==> config.mk <==
export PLATFORM = sky130hd
export DESIGN_NAME = seq_alu_flat
export DESIGN_NICKNAME = d
export VERILOG_FILES = /design/src/rtl/seq_alu_if.sv /design/src/rtl/seq_alu.sv /design/src/flat_wrapper.sv
export SDC_FILE = /design/constraint.sdc
export NUM_CORES = 1
export LEC_CHECK = 0
export ABC_AREA = 1
export CAP_MARGIN = 20
export CORE_MARGIN = 4
export CORE_UTILIZATION = 51
export CTS_CLUSTER_DIAMETER = 100
export DETAILED_ROUTE_END_ITERATION = 6
export PLACE_DENSITY = 0.73
export SYNTH_ARGS = -nofsm -noshare
export SYNTH_HDL_FRONTEND = slang
export SYNTH_SLANG_ARGS = --single-unit
==> constraint.sdc <==
create_clock -name clk -period 2.5 [get_ports clk]
set_input_delay 0.625 -clock clk [delete_from_list [all_inputs] [get_ports clk]]
set_output_delay 0.625 -clock clk [all_outputs]
set_load 0.05 [all_outputs]
==> src/rtl/seq_alu_if.sv <==
// seq_alu_if: operand/result bundle between the controller and seq_alu.
//   start, opcode, in_ac, in_dr : request side (driven by the controller)
//   busy, done                  : status (driven by the ALU)
//   out_reg, carry, zero        : registered result and flags (driven by the ALU)
interface seq_alu_if #(
    parameter int unsigned WIDTH = 8
);
    logic             start;
    logic [2:0]       opcode;
    logic [WIDTH-1:0] in_ac;
    logic [WIDTH-1:0] in_dr;
    logic             busy;
    logic             done;
    logic [WIDTH-1:0] out_reg;
    logic             carry;
    logic             zero;

    modport master (
        output start, opcode, in_ac, in_dr,
        input  busy, done, out_reg, carry, zero
    );

    modport slave (
        input  start, opcode, in_ac, in_dr,
        output busy, done, out_reg, carry, zero
    );
endinterface

==> src/rtl/seq_alu.sv <==
// seq_alu: registered ALU with single-cycle ops and an iterative square root.
//   clk  : rising-edge clock
//   rst  : asynchronous reset, active-high
//   bus  : seq_alu_if slave port (start/opcode/in_ac/in_dr in;
//          busy/done/out_reg/carry/zero out)
// WIDTH must be even and at least 4.
module seq_alu #(
    parameter int unsigned WIDTH = 8
) (
    input  logic       clk,
    input  logic       rst,
    seq_alu_if.slave   bus
);
    typedef enum logic [0:0] {StIdle, StSqrt} state_e;

    state_e           state_q, state_d;
    logic [WIDTH-1:0] rem_q, rem_d;
    logic [WIDTH:0]   odd_q, odd_d;
    logic [WIDTH-1:0] cnt_q, cnt_d;
    logic [WIDTH-1:0] out_q, out_d;
    logic             carry_q, carry_d;
    logic             zero_q, zero_d;
    logic             done_q, done_d;

    logic [WIDTH:0]   sum;
    logic [WIDTH-1:0] res;
    logic             res_c;

    assign sum = {1'b0, bus.in_ac} + {1'b0, bus.in_dr};

    // Result of the single-cycle ops; opcode 111 is handled by the FSM.
    always_comb begin
        res   = '0;
        res_c = 1'b0;
        case (bus.opcode)
            3'b000: begin
                res   = sum[WIDTH-1:0];
                res_c = sum[WIDTH];
            end
            3'b001: begin
                res   = bus.in_ac - bus.in_dr;
                res_c = bus.in_ac < bus.in_dr;
            end
            3'b010:  res = (bus.in_ac == bus.in_dr) ? WIDTH'(1) : '0;
            3'b011: begin
                res   = {bus.in_dr[WIDTH-2:0], 1'b0};
                res_c = bus.in_dr[WIDTH-1];
            end
            3'b100:  res = bus.in_dr;
            3'b101:  res = bus.in_ac;
            3'b110:  res = ~bus.in_dr;
            default: res = '0;
        endcase
    end

    always_comb begin
        state_d = state_q;
        rem_d   = rem_q;
        odd_d   = odd_q;
        cnt_d   = cnt_q;
        out_d   = out_q;
        carry_d = carry_q;
        zero_d  = zero_q;
        done_d  = 1'b0;
        unique case (state_q)
            StIdle: begin
                if (bus.start) begin
                    if (bus.opcode == 3'b111) begin
                        rem_d   = bus.in_dr;
                        odd_d   = (WIDTH+1)'(1);
                        cnt_d   = '0;
                        state_d = StSqrt;
                    end else begin
                        out_d   = res;
                        carry_d = res_c;
                        zero_d  = (res == '0);
                        done_d  = 1'b1;
                    end
                end
            end
            StSqrt: begin
                // Sum of the first n odd numbers is n^2, so the count of
                // successful subtractions is floor(sqrt(in_dr)).
                if ({1'b0, rem_q} >= odd_q) begin
                    rem_d = rem_q - odd_q[WIDTH-1:0];
                    odd_d = odd_q + (WIDTH+1)'(2);
                    cnt_d = cnt_q + WIDTH'(1);
                end else begin
                    out_d   = cnt_q;
                    carry_d = (rem_q != '0);
                    zero_d  = (cnt_q == '0);
                    done_d  = 1'b1;
                    state_d = StIdle;
                end
            end
            default: state_d = StIdle;
        endcase
    end

    always_ff @(posedge clk or posedge rst) begin
        if (rst) begin
            state_q <= StIdle;
            rem_q   <= '0;
            odd_q   <= '0;
            cnt_q   <= '0;
            out_q   <= '0;
            carry_q <= 1'b0;
            zero_q  <= 1'b0;
            done_q  <= 1'b0;
        end else begin
            state_q <= state_d;
            rem_q   <= rem_d;
            odd_q   <= odd_d;
            cnt_q   <= cnt_d;
            out_q   <= out_d;
            carry_q <= carry_d;
            zero_q  <= zero_d;
            done_q  <= done_d;
        end
    end

    assign bus.busy    = (state_q == StSqrt);
    assign bus.done    = done_q;
    assign bus.out_reg = out_q;
    assign bus.carry   = carry_q;
    assign bus.zero    = zero_q;
endmodule

==> src/flat_wrapper.sv <==
// flat-port wrapper written by rule: the top's interface ports become plain ports
module seq_alu_flat 
#(
    parameter int unsigned WIDTH = 8
)
  (clk, rst, bus_start, bus_opcode, bus_in_ac, bus_in_dr, bus_busy, bus_done, bus_out_reg, bus_carry, bus_zero);
  seq_alu_if #(.WIDTH(WIDTH)) bus_i ();
  input  logic clk;
  input  logic rst;
  input wire logic [$bits(bus_i.start)-1:0] bus_start;
  input wire logic [$bits(bus_i.opcode)-1:0] bus_opcode;
  input wire logic [$bits(bus_i.in_ac)-1:0] bus_in_ac;
  input wire logic [$bits(bus_i.in_dr)-1:0] bus_in_dr;
  output wire logic [$bits(bus_i.busy)-1:0] bus_busy;
  output wire logic [$bits(bus_i.done)-1:0] bus_done;
  output wire logic [$bits(bus_i.out_reg)-1:0] bus_out_reg;
  output wire logic [$bits(bus_i.carry)-1:0] bus_carry;
  output wire logic [$bits(bus_i.zero)-1:0] bus_zero;
  assign bus_i.start = bus_start;
  assign bus_i.opcode = bus_opcode;
  assign bus_i.in_ac = bus_in_ac;
  assign bus_i.in_dr = bus_in_dr;
  assign bus_busy = bus_i.busy;
  assign bus_done = bus_i.done;
  assign bus_out_reg = bus_i.out_reg;
  assign bus_carry = bus_i.carry;
  assign bus_zero = bus_i.zero;
  seq_alu #(.WIDTH(WIDTH)) u_core (.clk(clk), .rst(rst), .bus(bus_i));
endmodule
# ---- Yosys cells after proc, flatten, opt, wreduce, memory -nomap -nowiden
# Cells that the tools add are included.
dict set report word_totals {
  reg_bits 37
  latch_bits 0
  mem_bits_rw 0
  mem_bits_ro 0
  output_inout_bits 12
  memories 0
}
dict set report classes {
  add_sub_neg 5
  multipliers 0
  div 0
  magnitude_cmp 2
  eq_ne 13
  n_shift 0
  muxes 35
  bitwise 2
  n_reduce_logical 6
}
# op count
set ops {}
lappend ops {{$mux 8} 9}
lappend ops {{$pmux 8 s7} 1}
lappend ops {{$pmux 8 s2} 3}
lappend ops {{$mux 9} 3}
lappend ops {{$pmux 9 s2} 1}
lappend ops {{$logic_not 8->1} 2}
lappend ops {{$sub 8x8->8} 2}
lappend ops {{$mux 1} 13}
lappend ops {{$eq 3x3->1 const B} 4}
lappend ops {{$add 8x8->9} 1}
lappend ops {{$add 9x2->9 const B} 1}
lappend ops {{$ge 8x9->1} 1}
lappend ops {{$add 8x1->8 const B} 1}
lappend ops {{$eq 8x8->1} 1}
lappend ops {{$lt 8x8->1} 1}
lappend ops {{$ne 2x2->1 const B} 4}
lappend ops {{$not 8->8} 1}
lappend ops {{$pmux 1 s2} 4}
lappend ops {{$reduce_bool 8->1} 1}
lappend ops {{$eq 3x2->1 const B} 2}
lappend ops {{$reduce_and 3->1} 2}
lappend ops {{$eq 3x1->1 const B} 1}
lappend ops {{$logic_not 3->1} 1}
lappend ops {{$pmux 1 s3} 1}
lappend ops {{2 further kinds} 2}

# ---- Depth between registers and ports, before layout
dict set report logic_depth {
  word_depth 7
  depth_mapped 16
  mapped_depth_nobuf 15
}

# ---- Least setup slack after synthesis
# OpenSTA, ideal clock, no wires.
dict set report synth_timing {
  path_type {input-to-reg}
  from {in bus_in_ac[0]}
  to {reg u_core.zero_q, in the netlist u_core.bus.zero}
  setup_ps 77
  t_arrival_ps 1979
  t_required_ps 2423
  slack_ps 443
  cell_stages 13
  path_cell_list {inv_1 > ha_1 > inv_1 > fa_1 > xnor2_1 > nor2_1 > nor2_1 > nand2_1 > nor2_1 > nand3_1 > nor2_1 > nand3_1 > a21oi_1}
}
dict set report synth_between {
  elab_chain_cells 7
  elab_cells_between_ends 9
  cone_classes {add/sub (2); eq/ne (1); mux (5); reduce/logical (1)}
}
# item line
set synth_lines {}
lappend synth_lines {{start, declared} flat_wrapper.sv:12} ;# input wire logic [$bits(bus_i.in_ac)-1:0] bus_in_ac;
lappend synth_lines {{parallel branches: the longest is 2 deep, another holds $sub 8x8->8} -}
lappend synth_lines {{$pmux 8 s7 (*)} seq_alu.sv:35} ;# case (bus.opcode)
lappend synth_lines {{$logic_not 8->1 (*)} seq_alu.sv:76} ;# zero_d = (res == '0);
lappend synth_lines {{$mux 1 (*)} seq_alu.sv:68} ;# if (bus.opcode == 3'b111) begin
lappend synth_lines {{$mux 1 (*)} seq_alu.sv:67} ;# if (bus.start) begin
lappend synth_lines {{$pmux 1 s2 (*)} seq_alu.sv:65} ;# unique case (state_q)
lappend synth_lines {{end signal, assigned} seq_alu.sv:117} ;# zero_q <= zero_d;
lappend synth_lines {{end, declared} seq_alu.sv:22} ;# logic zero_q, zero_d;
# Mark *: on every way between the ends. The select of a mux whose other input is x is not followed.
# A chain may end at the register's enable or synchronous reset.

# ---- Worst setup path after layout
dict set report layout_timing {
  from {in bus_in_dr[3]}
  to {reg u_core.zero_q, in the netlist u_core.bus.zero}
}
dict set report layout_between {
  elab_chain_cells 7
  elab_cells_between_ends 10
  cone_classes {add/sub (2); eq/ne (1); mux (5); bitwise (1); reduce/logical (1)}
}
# item line
set layout_lines {}
lappend layout_lines {{start, declared} flat_wrapper.sv:13} ;# input wire logic [$bits(bus_i.in_dr)-1:0] bus_in_dr;
lappend layout_lines {{parallel branches: the longest is 2 deep, another holds $sub 8x8->8} -}
lappend layout_lines {{$pmux 8 s7 (*)} seq_alu.sv:35}
lappend layout_lines {{$logic_not 8->1 (*)} seq_alu.sv:76}
lappend layout_lines {{$mux 1 (*)} seq_alu.sv:68}
lappend layout_lines {{$mux 1 (*)} seq_alu.sv:67}
lappend layout_lines {{$pmux 1 s2 (*)} seq_alu.sv:65}
# Marks and branches as above.

==> impl_metrics.tcl <==
set metrics [dict create \
    status "complete, no violations" \
    ys_top_cells_by_area "dfrtp_1 (27%), nand2_1 (15%), ha_1 (9.8%), inv_1 (8.3%), nand3_1 (7.7%)" \
    grt_pass1_wl_mm 16.60 \
    rsz0062_at_grt "false" \
    largest_reg_flops 9 \
    postLayoutSetupSlackWorst_ps 123.1 \
    grt_start_max_net_pins 38 \
    mostFrequentLayoutCell "nand2_1" \
    path_clk_slew_ps 80 \
    rows 29 \
    vias 3662 \
    use_met3_pct 2.170 \
    setup_viol 0 \
    diodes 0 \
    fp.dieH_microns 90.16 \
    synth_cell_types 41 \
    comb_power_share_pct 57.3 \
    switching_share_pct 45.84 \
    final_cell_area_sq_um 4419 \
    max_cap_violations 0 \
    power.switching_uw 1668 \
    hpwlAfterDp_mm 7.543 \
    viasPerCell 5.377 \
    cp.required_ps 2720 \
    dp_cells 673 \
    final_cell_mix "nand2_1 (142), inv_1 (75), buf_4 (59), nand3_1 (52), nor2_1 (42)" \
    use_met2_pct 44.87 \
    stdcell_count 681 \
    fmax_mhz 420.7 \
    synth_top_cell_by_area "dfrtp_1" \
    drc 0 \
    wl_per_cell_microns 14.10 \
    dp_slack_ps -237.1 \
    io_pins 34 \
    cts_hold_buf 0 \
    first_pass_iters 5 \
    yosysWarnings 0 \
    synthArstFlopShare_pct 100.0 \
    hp-class "flop to flop" \
    arrival_ps 2600 \
    cts_buffer_depth 2 \
    die_x_microns 90.16 \
    syn_nets 570 \
    p_per_area_nw_per_um2 823.5 \
    core-area_sq_um 6459 \
    ys_seq_area_share_pct 26.90 \
    final_nets 655 \
    htreeDepth 2 \
    synth-main-ff-cell "dfrtp_1" \
    die-area_sq_um 8128 \
    gp_congestion 0.9317 \
    max_slew_margin_pct 64.94 \
    cts_resized 0 \
    clkPwrFrac_pct 17.7 \
    worst-slew-pin-transition_ps 524.2 \
    p_total_uw 3639 \
    criticalPathCategory "input pin to flop" \
    synth_edf_count 0 \
    clock-sinks 37 \
    ir_worst_vdd_mv 0.4013 \
    intPower_uw 1971 \
    syn_avg_cell_area_sq_um 6.645 \
    start_kind "input pin" \
    grt_pass1_vias 3757 \
    path_max_fanout 8 \
    wl_mm 9.604 \
    ant_nets 0 \
    place_area_sq_um 4222 \
    seqPwrFrac_pct 25.0 \
    syn_to_final_growth_pct 28.39 \
    netlist_instances 518 \
    drive_gt1_share_pct 16.56 \
    synth_top_cell_area_share_pct 26.90 \
    grt_usage_pct 24.24 \
    post-route-period-util_pct 95.08 \
    final_hold_viol_count 0 \
    numCtsBuffers 5 \
    insertion_delay_ps 300 \
    finalClockSkew_ps 8.709 \
    busiest_layer "met2" \
    setup.worst_path.end_class "flop" \
    initial_utilization_pct 53.29 \
    cts_root_buffer "clkbuf_8" \
    cts_setup_buffers 0 \
    drt_iter0_drc 287 \
    io_buffers 33 \
    cts_tree "done" \
    gr-total-overflow 0 \
    max_flop_register "u_core.odd_q" \
    finalCriticalPeriod_ps 2377 \
    antenna_found_initial 0 \
    p_leak_uw 0.002257 \
    r2r_slack_ps 260 \
    grtUsageMet1_pct 29.65 \
    layout.core_utilization_pct 68.42 \
    synth_seq_cells 37 \
    drv_slew 0 \
    netlist_area_sq_um 3442 \
]
[worst max-delay path, cell delays in order]
cell	delay [ps]
clkdlybuf4s50_1	480
inv_1	70
ha_2	400
nand2_1	110
inv_1	80
nand3_1	120
nand3_1	90
nand2_1	50
nand3_1	70
nand3_1	160
nor2_1	150
nand3_1	80
a21oi_1	120
[cells by family (layout without fill, tap and decap cells)]
kind of cell / count (synthesis) / after routing / share of synthesized area, %
AO/OA/AOI/OAI: 75 / 75 / 12.98
buffers and inverters: 94 / 180 / 11.74
multiplexers: 2 / 2 / 0.5816
XOR/XNOR: 4 / 4 / 1.018
adder cells (fa/ha/maj): 30 / 30 / 11.56
AND/OR/NAND/NOR: 276 / 276 / 35.22
flip-flops: 37 / 37 / 26.90
[cell type report]
class	count	area, sq um
fillers	568	2039
clock inverters	3	68.82
flip-flops and latches	37	925.9
well taps	77	96.34
multi-input cells	387	2163
clock buffers	5	68.82
repair buffers	93	799.5
inverters	79	296.5
[power by group through the flow]
stage,Sequential (uW),Clock [uW],Combinational [uW]
6_report,911,643,2090
5_1_grt,929,681,2300
4_1_cts,910,650,2060
3_5_place_dp,920,0,2050
3_3_place_gp,918,0,2000
2_1_floorplan,1200,0,1150
[synth_stat cells, types with 2 or more instances]
cell type	count
o21ai_1	12
buf_4	2
clkbuf_1	3
xnor2_1	2
nor2_1	43
nand3_2	2
nor3_1	14
nand4_1	13
o21ai_2	3
a31oi_1	2
or2_2	2
buf_2	5
a21oi_2	2
nand2_4	3
nand2_1	142
o211ai_1	6
inv_2	3
buf_6	5
o21ai_0	20
a21oi_1	17
inv_1	76
ha_1	27
nand3_1	53
fa_1	3
mux2i_1	2
xor2_1	2
dfrtp_1	37
o22ai_1	4
[worst paths after layout]
path | from | end | depth (start not counted)
setup / recovery | bus_in_dr[3] | u_core.bus.zero | 13
setup reg to reg | u_core.odd_q[6] | u_core.rem_q[2] | 11
max in group asynchronous | rst | u_core.bus.done | 3
hold / removal | u_core.odd_q[0] | u_core.odd_q[0] | 1
min in group asynchronous | rst | u_core.cnt_q[6] | 3
hold reg to reg | u_core.odd_q[0] | u_core.odd_q[0] | 1
[through the flow]
| stage | setup TNS [ps] | hold WS (ps) |
|---|---|---|
| 6_report | 0 | 501.3 |
| 5_1_grt | 0 | 511.0 |
| 4_1_cts | 0 | 502.5 |
| 3_3_place_gp | -1338 | 474.3 |
| 3_5_place_dp | -1634 | 480.5 |
| 2_1_floorplan | 0 | 446.5 |
[layer usage]
layer	wire, microns	vias up
met2	4954	82
met4	145	0
li1	-	1857
met1	4135	1708
met5	0	-
met3	369	15
(Power assumes the default switching activity.)
